--- src/rtl/rst_req_gen.sv ---
// Reset request generator: stretches power-on reset, then issues software or watchdog reset pulses.
// Optional watchdog is compiled in with macro RST_GEN_WDT_EN.
module rst_req_gen #(
    parameter int PULSE_W = 4,
    parameter int COOL_W  = 4,
    parameter int WDT_W   = 8
) (
    input  logic             CLK,
    input  logic             RST,
    input  logic             SW_REQ,
    input  logic             WDT_KICK,
    input  logic [WDT_W-1:0] WDT_LIMIT,
    output logic             RST_OUT,
    output logic             BUSY,
    output logic [1:0]       CAUSE
);

    localparam int CNT_MAX = (PULSE_W > COOL_W) ? PULSE_W : COOL_W;
    localparam int CNT_W   = (CNT_MAX > 1) ? $clog2(CNT_MAX) : 1;

    localparam logic [1:0] CAUSE_POR = 2'b00;
    localparam logic [1:0] CAUSE_SW  = 2'b01;
    localparam logic [1:0] CAUSE_WDT = 2'b10;

    localparam logic [CNT_W-1:0] PULSE_LAST = CNT_W'(PULSE_W - 1);
    localparam logic [CNT_W-1:0] COOL_LAST  = CNT_W'(COOL_W - 1);

    typedef enum logic [1:0] {
        IDLE     = 2'd0,
        ASSERT   = 2'd1,
        COOLDOWN = 2'd2
    } state_t;

    state_t           state;
    logic [CNT_W-1:0] pulse_cnt;
    logic             wdt_fire;

`ifdef RST_GEN_WDT_EN
    logic [WDT_W-1:0] wdt_cnt;
    logic             wdt_armed;
    logic             wdt_clear;

    assign wdt_armed = (WDT_LIMIT != '0);
    // Kick in the timeout cycle beats the timeout.
    assign wdt_fire  = (state == IDLE) && wdt_armed && !WDT_KICK &&
                       (wdt_cnt == (WDT_LIMIT - WDT_W'(1)));
    assign wdt_clear = (state != IDLE) || !wdt_armed || WDT_KICK || SW_REQ || wdt_fire;

    always_ff @(posedge CLK or negedge RST) begin
        if (!RST) begin
            wdt_cnt <= '0;
        end else if (wdt_clear) begin
            wdt_cnt <= '0;
        end else begin
            wdt_cnt <= wdt_cnt + WDT_W'(1);
        end
    end
`else
    logic wdt_unused;

    assign wdt_fire   = 1'b0;
    assign wdt_unused = ^{WDT_KICK, WDT_LIMIT};
`endif

    always_ff @(posedge CLK or negedge RST) begin
        if (!RST) begin
            state     <= ASSERT;
            pulse_cnt <= '0;
            RST_OUT   <= 1'b0;
            BUSY      <= 1'b1;
            CAUSE     <= CAUSE_POR;
        end else begin
            case (state)
                IDLE: begin
                    // Software request has priority over a simultaneous timeout.
                    if (SW_REQ || wdt_fire) begin
                        state     <= ASSERT;
                        pulse_cnt <= '0;
                        RST_OUT   <= 1'b0;
                        BUSY      <= 1'b1;
                        CAUSE     <= SW_REQ ? CAUSE_SW : CAUSE_WDT;
                    end
                end
                ASSERT: begin
                    if (pulse_cnt == PULSE_LAST) begin
                        state     <= COOLDOWN;
                        pulse_cnt <= '0;
                        RST_OUT   <= 1'b1;
                    end else begin
                        pulse_cnt <= pulse_cnt + CNT_W'(1);
                    end
                end
                COOLDOWN: begin
                    if (pulse_cnt == COOL_LAST) begin
                        state     <= IDLE;
                        pulse_cnt <= '0;
                        BUSY      <= 1'b0;
                    end else begin
                        pulse_cnt <= pulse_cnt + CNT_W'(1);
                    end
                end
                default: begin
                    // Unreachable encoding: fall back to a fresh reset pulse.
                    state     <= ASSERT;
                    pulse_cnt <= '0;
                    RST_OUT   <= 1'b0;
                    BUSY      <= 1'b1;
                end
            endcase
        end
    end

endmodule
--- config.mk ---
export PLATFORM = sky130hd
export DESIGN_NAME = rst_req_gen
export DESIGN_NICKNAME = d
export VERILOG_FILES = /design/src/rtl/rst_req_gen.sv
export SDC_FILE = /design/constraint.sdc
export NUM_CORES = 1
export LEC_CHECK = 0
export ABC_AREA = 1
export BUFFER_PORTS_ARGS = -buffer_cell sky130_fd_sc_hd__buf_2
export CAP_MARGIN = 10
export CORE_AREA = 2 2 39 41
export CTS_CLUSTER_SIZE = 30
export DETAILED_ROUTE_END_ITERATION = 6
export DIE_AREA = 0 0 41 43
export PLACE_DENSITY = 0.53
export SETUP_SLACK_MARGIN = 0.3
export SLEW_MARGIN = 40
export SYNTH_ARGS = -nofsm -noshare
export SYNTH_HDL_FRONTEND = slang
export SYNTH_SLANG_ARGS = --single-unit
--- constraint.sdc ---
create_clock -name CLK -period 1.15 [get_ports CLK]
set_input_delay 0.2875 -clock CLK [delete_from_list [all_inputs] [get_ports CLK]]
set_output_delay 0.2875 -clock CLK [all_outputs]
set_load 0.02 [all_outputs]
# --- After elaboration in Yosys (flattened, before gate mapping) ---
# Index checks and enable logic that the tools add are counted.
word_totals:
  out_inout_bits: 4
  wordCells: 33
  in_bits: 12
  regBits: 7
op_classes:
  n_addsub: 1
  n_eq_ne: 6
  n_reduce_logical: 6
  bitwise: 2
  muxes: 13
ops:
  columns: ["cell", "count"]
  rows:
  - ["2-bit two-way mux", 5]
  - ["3-bit AND reduction", 3]
  - ["2-bit != test (second input constant)", 3]
  - ["1-bit one-hot mux with 3 select lines", 2]
  - ["2-bit one-hot mux with 3 select lines", 1]
  - ["2-bit equality test (second input constant)", 2]
  - ["1-bit two-way mux", 4]
  - ["2-bit one-hot mux with 2 select lines", 1]
  - ["2-bit by 1-bit adder with 2-bit output (second input constant)", 1]
  - ["2-bit by 1-bit equality test with 1-bit output (second input constant)", 1]
  - ["2-bit zero test", 1]
  - ["1-bit inverter", 2]
  - ["2-bit AND reduction", 1]
  - ["2-bit OR reduction", 1]

# --- Longest topological paths before layout ---
depth:
  depth_word: 3
  mapped_depth: 6
  ltp_nobuf: 6

# --- Least setup slack after synthesis ---
# Ideal clock, no wire load.
synth_timing:
  path_kind: "register to register"
  start: "register state[0]"
  end: "register state[1]"
  period_less_slack_ns: 1.216
  n_path_buf: 0
  setup_time_ns: 0.117
  arrival_time_ns: 1.100
  path_stages_with_launch: 7
  required_time_ns: 1.033
  slack_ns: -0.066
  path_cell_list: "dfstp_2 > inv_1 > ha_1 > nand2_4 > nand3_2 > nand2_1 > nand2_1"
synth_via:
  elab_chain_len: 3
  word_cells_on_any_way: 8
  classes_between: "eq/ne (5); mux (1); reduce/logical (2)"
synth_rtl:
  columns: ["element", "line_no", "text"]
  rows:
  - ["start: declaration", "34", "state_t state;"]
  - ["start signal: assignment", "67", "state <= ASSERT;"]
  - ["start signal: assignment", "77", "state <= ASSERT;"]
  - ["start signal: assignment", "86", "state <= COOLDOWN;"]
  - ["2-bit equality test (tied with other cells)", "73", "case (state)"]
  - ["2-bit != test (no line)", null, null]
  - ["3-bit AND reduction (no line)", null, null]
# Several ways; a longest one is shown, not always the timed one.
# A chain may end at the register's enable or synchronous reset.

# --- Final worst setup path ---
layout_timing:
  start: "register BUSY"
  end: "output BUSY"
layout_lines:
  columns: ["element", "line_no", "text"]
  rows:
  - ["start: declaration", "14", "output logic BUSY,"]
  - ["start signal: assignment", "70", "BUSY <= 1'b1;"]
  - ["start signal: assignment", "80", "BUSY <= 1'b1;"]
  - ["start signal: assignment", "97", "BUSY <= 1'b0;"]
# No word-level cell between the ends.

==> results.md <==
- Status: finished with violations
- Violations in the final reports: setup timing
- Final hold slack: between 0.2 and 0.3 ns
- WL per Instance: between 10 and 15 um
- Slowest CP cell: dfstp_2
- Ratio of cells with drive above 1 in the final layout: between 40% and 50%
- Peak supply drop: around 0.0011 V
- Overall power consumption: about 1.5 mW
- Largest net degree at the start of global routing: 8
- Reg-to-Reg Start: state[0]$_DFFE_PN1P_
- PortBufs: 5
- Worst skew pair latency: about 0.26 ns
- Core Region: between 0.001 and 0.0015 mm2
- Cell Rows: 14
- Worst endpoint required time: approximately 0.86 ns
- DP HPWL: between 500 and 600 um
- Fill count: 140
- Critical Path Sink: BUSY
- H-tree depth: 1
- Worst clock skew: about 0.0075 ns
- Residual DRC: 0
- Chip height: roughly 43 um
- Post-Syn Area per Cell: 8.57 um2
- Achievable Freq: roughly 0.84 GHz
- Post-route non-filler standard cell count: 78
- CP peak stage delay: about 0.54 ns
- WP depth: 1
- I/O pin count: 16
- DRT iter0 DRCs: 7
- Largest delay contributor family on the critical path: flip-flops
- Via count: roughly 360
- WP buf/inv: 1
- Startpoint types: flop
- Post-synthesis cell area: 403 um2
- Final setup vio count: 2
- Area Overhead vs Synth: 48.1%
- Final GP Congestion: roughly 0.66
- DRT antenna net count: 0
- Post-Syn Instances: between 40 and 50
- Worst min path class: input pin to flop
- Worst r2r dst: state[1]$_DFFE_PN0P_
- Congestion Overflow GR: 0
- CTS tree: yes
- Clock buffer depth: 2
- YS warnings: 0
- Fin crit share: 104%
- Final worst slack: -0.0443 ns
- Chip width: between 40 and 50 um
- Initial Utilization: a little under 30%
- Clock slew seen by the registers of the worst setup and hold paths: approximately 0.060 ns
- Max cap viols: 0
- Post-Route WL: 810 um
- Pwr dens: about 2500 mW/mm2
- All-Layer GR Usage: between 10% and 20%
- Syn Nets: 63
- WS Path Type: flop to primary output
- Leakage dissipation: between 0.3 and 0.4 nW
- Critical Path Start: BUSY$_DFFE_PN1P_
- Final nets: 79
- DR vias/cell: about 4.6
- Post-DP Area: roughly 470 um2
- #FFs+latches synth: 7
- Area of the multi-input gates: ~250 um2
- Final instance area: just under 600 um2
- Reg2reg path depth: 6
- Die area: ~0.0018 mm2
- Reg area: roughly 180 um2
- Cts bufs inserted: 3
- Reg2Reg Setup Slack: -0.02 ns
- Register area share after synthesis: between 40 and 50%
- Clk sinks: 7
- Placed Cells: between 60 and 70
- Final Hold Viols: 0
- Worst-path fanout max: 2
- Post-layout minimum cycle time: between 1 and 1.5 ns
- Global-route wire length before repair: approximately 1300 um
- Antenna diodes: 0
- Vias in the first global route: around 330
- CTS root buf: clkbuf_4
- Slew Limit Fails: 0
- First-pass DRT Iterations: 2
- Initial antenna violation count: 0
- CP Capture Type: primary output
- RSZ-0062 raised after global routing: yes
- Arr. time, crit path: approximately 0.91 ns
- Netlist cell types: 15
- Worst-path cell chain: buf_6
- Post-layout utilization of the core: 43.1%
-- worst reg2reg max path: stages, from the launching register on --
cell and delay (ns):
dfstp_2 0.56, inv_4 0.05, ha_4 0.18, nand2_4 0.09, nand3_2 0.08, nand2_1 0.06
nand2_1 0.04
-- kinds of logic after synthesis --
group / Yosys count / share of synthesized area [%]
buffers and inverters: 8 / 8.39
and+or+nand+nor: 25 / 30.7
AOI/OAI and AO/OA: 2 / 3.42
other: 1 / 0.931
DFF: 7 / 44.1
adders and majority gates: 4 / 12.4
-- report_power, final --
group	switching, mW	internal [mW]
Combinational	0.439	0.392
Sequential	0.0642	0.343
Clock	0.0967	0.133
-- final cells by class --
type / instances / share of cell area [%]
inverter: 7 / 4.82
timing repair buffer: 11 / 15.9
clock buffer: 4 / 4.40
tap: 16 / 3.35
sequential: 7 / 29.8
multi-input combinational: 33 / 41.7
-- synth_stat cells --
library cell | count | share of area, %
nand2_2 | 1 | 1.6
nand3_2 | 1 | 2.5
nand2_1 | 11 | 10
buf_4 | 1 | 1.9
nand3_1 | 9 | 11
dfstp_2 | 2 | 13
nand4_1 | 1 | 1.6
conb_1 | 1 | 0.93
dfrtp_1 | 5 | 31
ha_1 | 4 | 12
nor2_1 | 1 | 0.93
nand2_4 | 1 | 2.8
a21o_2 | 1 | 2.2
o21ai_1 | 1 | 1.2
inv_1 | 7 | 6.5
-- per-stage QoR --
step                setup slack (ns)  TNS [ns]
floorplan                     0.0421         0
global placement             -0.0213   -0.0369
detailed placement           -0.0299   -0.0551
CTS                          -0.0542   -0.0736
global route                 -0.0742    -0.290
finish                       -0.0443   -0.0618
-- routing by layer --
layer | part of all wire [%] | GRT usage [%] | vias to the layer above | wire (um)
met1 | 44 | 13.4 | 166 | 360
met5 | 0 | 0 | - | 0
li1 | - | - | 180 | -
met3 | 8.1 | 9.42 | 0 | 66
met2 | 47 | 16.6 | 9 | 382
met4 | 0 | 2.00 | 0 | 0
-- sequential cells by signal, summed over array words and instances (netlist names) --
name and flops:
pulse_cnt 2, state 2, BUSY 1, CAUSE 1
RST_OUT 1
-- worst min path at each step --
stage	cells after the start	start	slack, ns	end
after floorplan	0	RST	-0.008	CAUSE[0]$_DFFE_PN0P_
after global placement	1	RST	0.14	state[1]$_DFFE_PN0P_
after detailed placement	1	RST	0.14	state[1]$_DFFE_PN0P_
after CTS	2	SW_REQ	0.26	CAUSE[0]$_DFFE_PN0P_
after global routing	2	SW_REQ	0.25	CAUSE[0]$_DFFE_PN0P_
final	2	SW_REQ	0.26	CAUSE[0]$_DFFE_PN0P_
-- layout by cell type, fill, tap and decap left out, drive strengths merged --
master        n
o21ai         1
clkbuf        4
nor2          1
nand3        10
ha            4
dfrtp         5
a21o          1
buf          10
conb          1
dlygate4sd3   1
inv           7
nand2        14
dfstp         2
nand4         1
-- repair_timing --
action,in CTS,in global routing
setup endpoints to repair,10,10
hold endpoints to repair,5,0
setup buffers,1,2
resized for setup,15,0
gates cloned,1,0
pin swaps,10,6
hold buffers,1,0
Note: power is estimated with default switching activity, not from simulation.
